==> config.mk <==
export PLATFORM = sky130hd
export DESIGN_NAME = oclib_bc_word_arbiter_flat
export DESIGN_NICKNAME = d
export VERILOG_FILES = /design/src/rtl/oclib_bc_word_arbiter_pkg.sv /design/src/rtl/oclib_bc_word_arbiter_if.sv /design/src/rtl/oclib_bc_word_arbiter_arb_rr.sv /design/src/rtl/oclib_bc_word_arbiter.sv /design/src/flat_wrapper.sv
export SDC_FILE = /design/constraint.sdc
export NUM_CORES = 1
export LEC_CHECK = 0
export CELL_PAD_IN_SITES_DETAIL_PLACEMENT = 1
export CELL_PAD_IN_SITES_GLOBAL_PLACEMENT = 1
export CORE_AREA = 2 2 188 190
export CTS_CLUSTER_DIAMETER = 50
export DETAILED_ROUTE_END_ITERATION = 8
export DIE_AREA = 0 0 190 192
export PLACE_DENSITY_LB_ADDON = 0.1
export RECOVER_POWER = 25
export SLEW_MARGIN = 10
export SYNTH_ARGS = -nofsm -noshare
export SYNTH_HDL_FRONTEND = slang
export SYNTH_SLANG_ARGS = --single-unit
==> constraint.sdc <==
create_clock -name clock -period 2.1 [get_ports clock]
set_input_delay 0.21 -clock clock [delete_from_list [all_inputs] [get_ports clock]]
set_output_delay 0.21 -clock clock [all_outputs]
set_load 0.005 [all_outputs]
==> src/rtl/oclib_bc_word_arbiter_pkg.sv <==
// Shared types for the BC word-channel arbiter.
package oclib_pkg;

   // Transaction phases: pick a requester, push its command, await the reply, hand it back.
   typedef enum logic [1:0] {
      StIdle   = 2'd0,
      StSend   = 2'd1,
      StWait   = 2'd2,
      StReturn = 2'd3
   } oclib_bc_word_arb_state_e;

   localparam logic [7:0] DropCountMax = 8'hFF;

endpackage

==> src/rtl/oclib_bc_word_arbiter_if.sv <==
// Requester and converter-side word channels of the BC word arbiter.
// The slave modport is the arbiter's view; master is the surrounding clients and converter.
interface oclib_bc_word_arbiter_if #(
   parameter int unsigned NumReq    = 4,
   parameter int unsigned WordWidth = 64
);

   logic [NumReq-1:0][WordWidth-1:0] reqData;
   logic [NumReq-1:0]                reqValid;
   logic [NumReq-1:0]                reqReady;
   logic [WordWidth-1:0]             rspData;
   logic [NumReq-1:0]                rspValid;
   logic [NumReq-1:0]                rspReady;
   logic [WordWidth-1:0]             cmdOutData;
   logic                             cmdOutValid;
   logic                             cmdOutReady;
   logic [WordWidth-1:0]             rspInData;
   logic                             rspInValid;
   logic                             rspInReady;

   modport slave (
      input  reqData, reqValid, rspReady, cmdOutReady, rspInData, rspInValid,
      output reqReady, rspData, rspValid, cmdOutData, cmdOutValid, rspInReady
   );

   modport master (
      output reqData, reqValid, rspReady, cmdOutReady, rspInData, rspInValid,
      input  reqReady, rspData, rspValid, cmdOutData, cmdOutValid, rspInReady
   );

endinterface

==> src/rtl/oclib_bc_word_arbiter_arb_rr.sv <==
// Combinational round-robin picker: first set request bit after lastGrant, wrapping.
module oclib_arb_rr #(
   parameter int unsigned NumReq = 4
) (
   input  logic [NumReq-1:0]         request,
   input  logic [$clog2(NumReq)-1:0] lastGrant,
   output logic [$clog2(NumReq)-1:0] winner,
   output logic                      hit
);

   localparam int unsigned GrantW = $clog2(NumReq);

   logic [GrantW-1:0] idx;

   // Scan lastGrant+1 .. lastGrant+NumReq; lastGrant itself is checked last.
   always_comb begin
      winner = '0;
      hit    = 1'b0;
      idx    = '0;
      for (int k = 1; k <= int'(NumReq); k++) begin
         idx = GrantW'((int'(lastGrant) + k) % int'(NumReq));
         if (!hit && request[idx]) begin
            hit    = 1'b1;
            winner = idx;
         end
      end
   end

endmodule

==> src/rtl/oclib_bc_word_arbiter.sv <==
// Round-robin transaction arbiter sharing one BC word channel among NumReq clients.
// Optional WAIT timeout: define OCLIB_BC_WORD_ARBITER_TIMEOUT_EN.
module oclib_bc_word_arbiter
   import oclib_pkg::*;
#(
   parameter int unsigned NumReq        = 4,
   parameter int unsigned WordWidth     = 64,
   parameter int unsigned TimeoutCycles = 1024
) (
   input  logic                      clock,
   input  logic                      reset,
   oclib_bc_word_arbiter_if.slave    bus,
   output logic [$clog2(NumReq)-1:0] grant,
   output logic                      busy,
   output logic [7:0]                dropCount
);

   localparam int unsigned GrantW = $clog2(NumReq);

   oclib_bc_word_arb_state_e stateQ, stateD;
   logic [GrantW-1:0]        grantQ, lastGrantQ, winner;
   logic                     hit;
   logic [WordWidth-1:0]     rspRegQ;
   logic [7:0]               dropQ;
   logic                     rspAccept, retDone, stray, timeoutHit;

   oclib_arb_rr #(
      .NumReq (NumReq)
   ) uArbRr (
      .request   (bus.reqValid),
      .lastGrant (lastGrantQ),
      .winner    (winner),
      .hit       (hit)
   );

   assign rspAccept = (stateQ == StWait) && bus.rspInValid;
   assign retDone   = (stateQ == StReturn) && bus.rspReady[grantQ];
   // Outside WAIT every offered response word is swallowed and counted.
   assign stray     = (stateQ != StWait) && bus.rspInValid;

`ifdef OCLIB_BC_WORD_ARBITER_TIMEOUT_EN
   logic [31:0] waitCntQ;

   assign timeoutHit = (stateQ == StWait) && !bus.rspInValid &&
                       (waitCntQ == TimeoutCycles - 32'd1);

   // Count cycles spent in WAIT; cleared whenever WAIT is left or not occupied.
   always_ff @(posedge clock or negedge reset) begin
      if (!reset) begin
         waitCntQ <= '0;
      end else if ((stateQ == StWait) && (stateD == StWait)) begin
         waitCntQ <= waitCntQ + 32'd1;
      end else begin
         waitCntQ <= '0;
      end
   end
`else
   assign timeoutHit = 1'b0;
`endif

   // State register.
   always_ff @(posedge clock or negedge reset) begin
      if (!reset) begin
         stateQ <= StIdle;
      end else begin
         stateQ <= stateD;
      end
   end

   // Next-state logic.
   always_comb begin
      stateD = stateQ;
      unique case (stateQ)
         StIdle:   if (hit) stateD = StSend;
         StSend:   if (bus.cmdOutReady) stateD = StWait;
         StWait:   if (rspAccept || timeoutHit) stateD = StReturn;
         StReturn: if (retDone) stateD = StIdle;
         default:  stateD = StIdle;
      endcase
   end

   // Handshake outputs; only the granted requester ever sees a ready or valid.
   always_comb begin
      bus.reqReady    = '0;
      bus.rspValid    = '0;
      bus.cmdOutValid = 1'b0;
      bus.cmdOutData  = '0;
      // Held low while reset is asserted so every ready output reads 0 in reset.
      bus.rspInReady  = reset;
      busy            = (stateQ != StIdle);
      case (stateQ)
         StSend: begin
            bus.cmdOutValid      = 1'b1;
            bus.cmdOutData       = bus.reqData[grantQ];
            bus.reqReady[grantQ] = bus.cmdOutReady;
         end
         StReturn: bus.rspValid[grantQ] = 1'b1;
         default: ;
      endcase
   end

   // Grant bookkeeping: winner latched in IDLE, lastGrant advanced on delivery.
   always_ff @(posedge clock or negedge reset) begin
      if (!reset) begin
         grantQ     <= '0;
         lastGrantQ <= GrantW'(NumReq - 1);
      end else begin
         if ((stateQ == StIdle) && hit) grantQ <= winner;
         if (retDone) lastGrantQ <= grantQ;
      end
   end

   // Response register, loaded only in WAIT so rspData holds through RETURN.
   always_ff @(posedge clock or negedge reset) begin
      if (!reset) begin
         rspRegQ <= '0;
      end else if (rspAccept) begin
         rspRegQ <= bus.rspInData;
      end else if (timeoutHit) begin
         rspRegQ <= '1;
      end
   end

   // Saturating stray-response counter.
   always_ff @(posedge clock or negedge reset) begin
      if (!reset) begin
         dropQ <= '0;
      end else if (stray && (dropQ != DropCountMax)) begin
         dropQ <= dropQ + 8'd1;
      end
   end

   assign bus.rspData = rspRegQ;
   assign grant       = grantQ;
   assign dropCount   = dropQ;

endmodule

==> src/flat_wrapper.sv <==
// flat-port wrapper written by rule: the top's interface ports become plain ports
module oclib_bc_word_arbiter_flat import oclib_pkg::*;
#(
   parameter int unsigned NumReq        = 4,
   parameter int unsigned WordWidth     = 64,
   parameter int unsigned TimeoutCycles = 1024
)
  (clock, reset, grant, busy, dropCount, bus_reqData, bus_reqValid, bus_rspReady, bus_cmdOutReady, bus_rspInData, bus_rspInValid, bus_reqReady, bus_rspData, bus_rspValid, bus_cmdOutData, bus_cmdOutValid, bus_rspInReady);
  oclib_bc_word_arbiter_if #(.NumReq(NumReq), .WordWidth(WordWidth)) bus_i ();
  input  logic clock;
  input  logic reset;
  output logic [$clog2(NumReq)-1:0] grant;
  output logic busy;
  output logic [7:0] dropCount;
  input wire logic [$bits(bus_i.reqData)-1:0] bus_reqData;
  input wire logic [$bits(bus_i.reqValid)-1:0] bus_reqValid;
  input wire logic [$bits(bus_i.rspReady)-1:0] bus_rspReady;
  input wire logic [$bits(bus_i.cmdOutReady)-1:0] bus_cmdOutReady;
  input wire logic [$bits(bus_i.rspInData)-1:0] bus_rspInData;
  input wire logic [$bits(bus_i.rspInValid)-1:0] bus_rspInValid;
  output wire logic [$bits(bus_i.reqReady)-1:0] bus_reqReady;
  output wire logic [$bits(bus_i.rspData)-1:0] bus_rspData;
  output wire logic [$bits(bus_i.rspValid)-1:0] bus_rspValid;
  output wire logic [$bits(bus_i.cmdOutData)-1:0] bus_cmdOutData;
  output wire logic [$bits(bus_i.cmdOutValid)-1:0] bus_cmdOutValid;
  output wire logic [$bits(bus_i.rspInReady)-1:0] bus_rspInReady;
  assign bus_i.reqData = bus_reqData;
  assign bus_i.reqValid = bus_reqValid;
  assign bus_i.rspReady = bus_rspReady;
  assign bus_i.cmdOutReady = bus_cmdOutReady;
  assign bus_i.rspInData = bus_rspInData;
  assign bus_i.rspInValid = bus_rspInValid;
  assign bus_reqReady = bus_i.reqReady;
  assign bus_rspData = bus_i.rspData;
  assign bus_rspValid = bus_i.rspValid;
  assign bus_cmdOutData = bus_i.cmdOutData;
  assign bus_cmdOutValid = bus_i.cmdOutValid;
  assign bus_rspInReady = bus_i.rspInReady;
  oclib_bc_word_arbiter #(.NumReq(NumReq), .WordWidth(WordWidth), .TimeoutCycles(TimeoutCycles)) u_core (.clock(clock), .reset(reset), .bus(bus_i), .grant(grant), .busy(busy), .dropCount(dropCount));
endmodule
==> results.yml <==
status:
  status: "finished with violations"
  violations: "setup timing"
yosys:
  postSynthCellCount: 378
  ys_seq_elements: 78
  yosysTopAreaCell: "dfrtp_1"
  synth.top_cells.by_area: "dfrtp_1 (36%), mux4_2 (28%), mux2_2 (15%), and2_1 (7.6%), buf_6 (1.5%)"
  syn-cell-area_mm2: 0.00524
  synth_top_area_share_pct: 36.3
  async_flop_share_pct: 100
  synthTopCellsByCount: "dfrtp_1 (76), mux2_2 (70), and2_1 (64), mux4_2 (64), buf_2 (14)"
  synth_ff_type: "dfrtp_1"
  ys_warn_count: 0
  synth_nets: 716
  synth.most_common_cell: "dfrtp_1"
  synth.avg_cell_area_um2: 13.9
  synth.yosys.seq_area_share_pct: 37.3
  synth-edff-count: 0
  synth.distinct_cells: 37
worst_setup_path:
  crit_path_frequent_cell: "buf_12"
  cp_slowest_cell: "dfrtp_4"
  cp_top_family: "buffers and inverters"
  crit_required_ns: 1.89
  crit_chain: "buf_12, buf_8, buf_12, buf_12, mux4_2, and2_4, buf_6"
  crit_path_max_incr_delay_ns: 0.49
  worstPathMaxFanout: 5
  end_kind: "output pin"
  critPathKind: "register to output pin"
  worst_ep_arrival_time_ns: 2.06
  worst-path-buf-inv: 5
  cp-start-kind: "register"
  r2r_end: "u_core.bus.rspData[35]"
  reg2reg_depth: 5
  crit_cells: 7
  crit_path_end: "bus_cmdOutData[13]"
  cp-startpoint: "u_core.grant[0]"
  ff2ff_setup_slack_ns: 0.25
  r2r_start: "u_core.stateQ[0]"
run:
  cap_viol_max_count: 0
final_layout:
  area_growth_syn_to_layout_pct: 119
  drive_above_1_share_pct: 36.2
  fin_util_pct: 33.4
  multi_input_area_mm2: 0.00321
  regArea_mm2: 0.00196
  fillers: 3757
  finalNetCount: 1223
  design_area_mm2: 0.0115
pwr:
  peakVddDrop_mv: 0.740
  p_leak_nw: 4.59
  power.density_mw_per_mm2: 1150
timing:
  period_share_pct: 108
  rsz0062_at_grt: "yes"
  fin_setup_tns_ns: -4.30
  tightest_slew_ns: 1.31
  drv_slew: 0
  worst_slack_ns: -0.170
  fin_skew_ns: 0.00863
  relSlewSlack_pct: 12.8
  hold_viol: 0
  fin_crit_ns: 2.27
  holdWs_ns: 0.470
  setup_violations: 58
  max_freq_ghz: 0.440
floorplanning:
  dieHeight_um: 192
  coreArea_mm2: 0.0343
  rows: 68
  ios: 481
  start_util_pct: 15.3
  die_w_um: 190
  dieArea_mm2: 0.0365
drt:
  vias: 5488
  drc: 0
  wl_per_cell_um: 23.1
  ant_nets: 0
  firstDrtPassIters: 4
  avgViaCountPerCell: 4.05
  wl_mm: 31.3
  drt_iter0_drc: 97
placed_design:
  place_hpwl_mm: 25.7
  placed_area_mm2: 0.0107
  place_congestion: 0.944
  portBuffers: 480
  dp_slack_ns: -0.0585
global_routing:
  antenna_found_initial: 14
  grtUsageTotal_pct: 16.6
  grt-ovfl-total: 0
  grt_start_max_net_pins: 65
  grt_pass1_vias: 6200
  grt_first_pass_wirelength_mm: 43.9
clock_network:
  h-tree-depth: 3
  insertion_delay_ns: 0.35
  cts_tree: "yes"
  cts.clk_slew.worst_paths_ns: 0.06
  cts.path.max_buffers: 2
  clock-root-buffer: "clkbuf_16"
  cts_buffers: 9
  cts_sinks: 78
hold_path:
  holdCritPathClass: "input port to register"
how the worst min path moves through the flow:
stage,cells after the start,startpoint,to,slack [ns]
floorplan,0,reset,u_core.bus.rspData[0],-0.09
global placement,2,reset,u_core.bus.rspData[40],0.29
detailed placement,2,reset,u_core.bus.rspData[40],0.30
CTS,2,bus_rspInData[47],u_core.bus.rspData[47],0.46
global route,2,bus_rspInData[47],u_core.bus.rspData[47],0.46
finish,2,bus_rspInData[47],u_core.bus.rspData[47],0.47
cell usage in the layout, fill, tap and decap left out, types with 4 or more instances in the layout:
master / instances
ha_1: 5
buf_6: 52
buf_16: 4
clkbuf_16: 9
dlygate4sd2_1: 4
nand2_1: 8
dfrtp_1: 74
buf_4: 13
clkdlybuf4s50_1: 407
and2_4: 51
nor2_1: 7
and2_1: 13
buf_12: 15
mux2_2: 70
diode_2: 12
mux4_2: 64
inv_1: 6
buf_2: 21
a21oi_1: 5
buf_8: 5
cell type report:
type | count | area share (%)
diodes | 12 | 0.262
flip-flops and latches | 78 | 17.1
inverters | 7 | 0.251
clock inverters | 3 | 0.131
clock buffers | 10 | 2.00
well taps | 455 | 4.97
repair buffers | 527 | 47.3
multi-input cells | 262 | 28.0
worst register-to-register path: stages (launching register included):
cell	delay [ns]
dfrtp_1	0.42
inv_1	0.12
ha_1	0.32
nand2_2	0.12
buf_12	0.31
mux2_2	0.43
timing repair:
action	CTS	global route
buffers inserted	24	0
setup endpoints to repair	73	69
endpoints found under the hold margin	30	0
hold buffers	1	0
gates cloned	6	0
gates resized for setup	363	36
pin swaps	64	1
sequential cells by signal, indices dropped and copies added, names as in the netlist:
signal / cells
u_core.dropCount: 8
u_core.stateQ: 2
u_core.grant: 2
u_core.lastGrantQ: 2
u_core.bus.rspData: 64
stage by stage:
stage	power [mW]	instances
final	13.2	1354
after detailed placement	10.8	1303
after global placement	10.7	1303
after CTS	13.4	1346
after floorplan	6.38	378
after global routing	14.1	1353
per-layer routing:
metal	share of wire [%]	vias up	global-route usage, %
li1	-	2455	-
met1	37	2725	17.9
met2	52	273	29.6
met3	9.2	31	6.05
met4	1.9	4	6.44
met5	0.067	-	0
cell families after synthesis:
| logic type | share of synthesized area (%) |
|---|---|
| flip-flops | 37.3 |
| AND/OR/NAND/NOR | 11.3 |
| buffers and inverters | 4.20 |
| multiplexers | 43.1 |
| AO/OA/AOI/OAI | 2.01 |
| XOR/XNOR | 0.669 |
| adder cells (fa/ha/maj) | 1.43 |
report_power, final:
part / switching [mW] / leakage [nW] / total [mW] / internal (mW)
Sequential: 0.548 / 0.918 / 2.86 / 2.31
Combinational: 3.06 / 3.55 / 8.98 / 5.91
Clock: 0.604 / 0.124 / 1.38 / 0.774
Total: 4.22 / 4.59 / 13.2 / 9.00
Power figures use the tool's default switching activity.
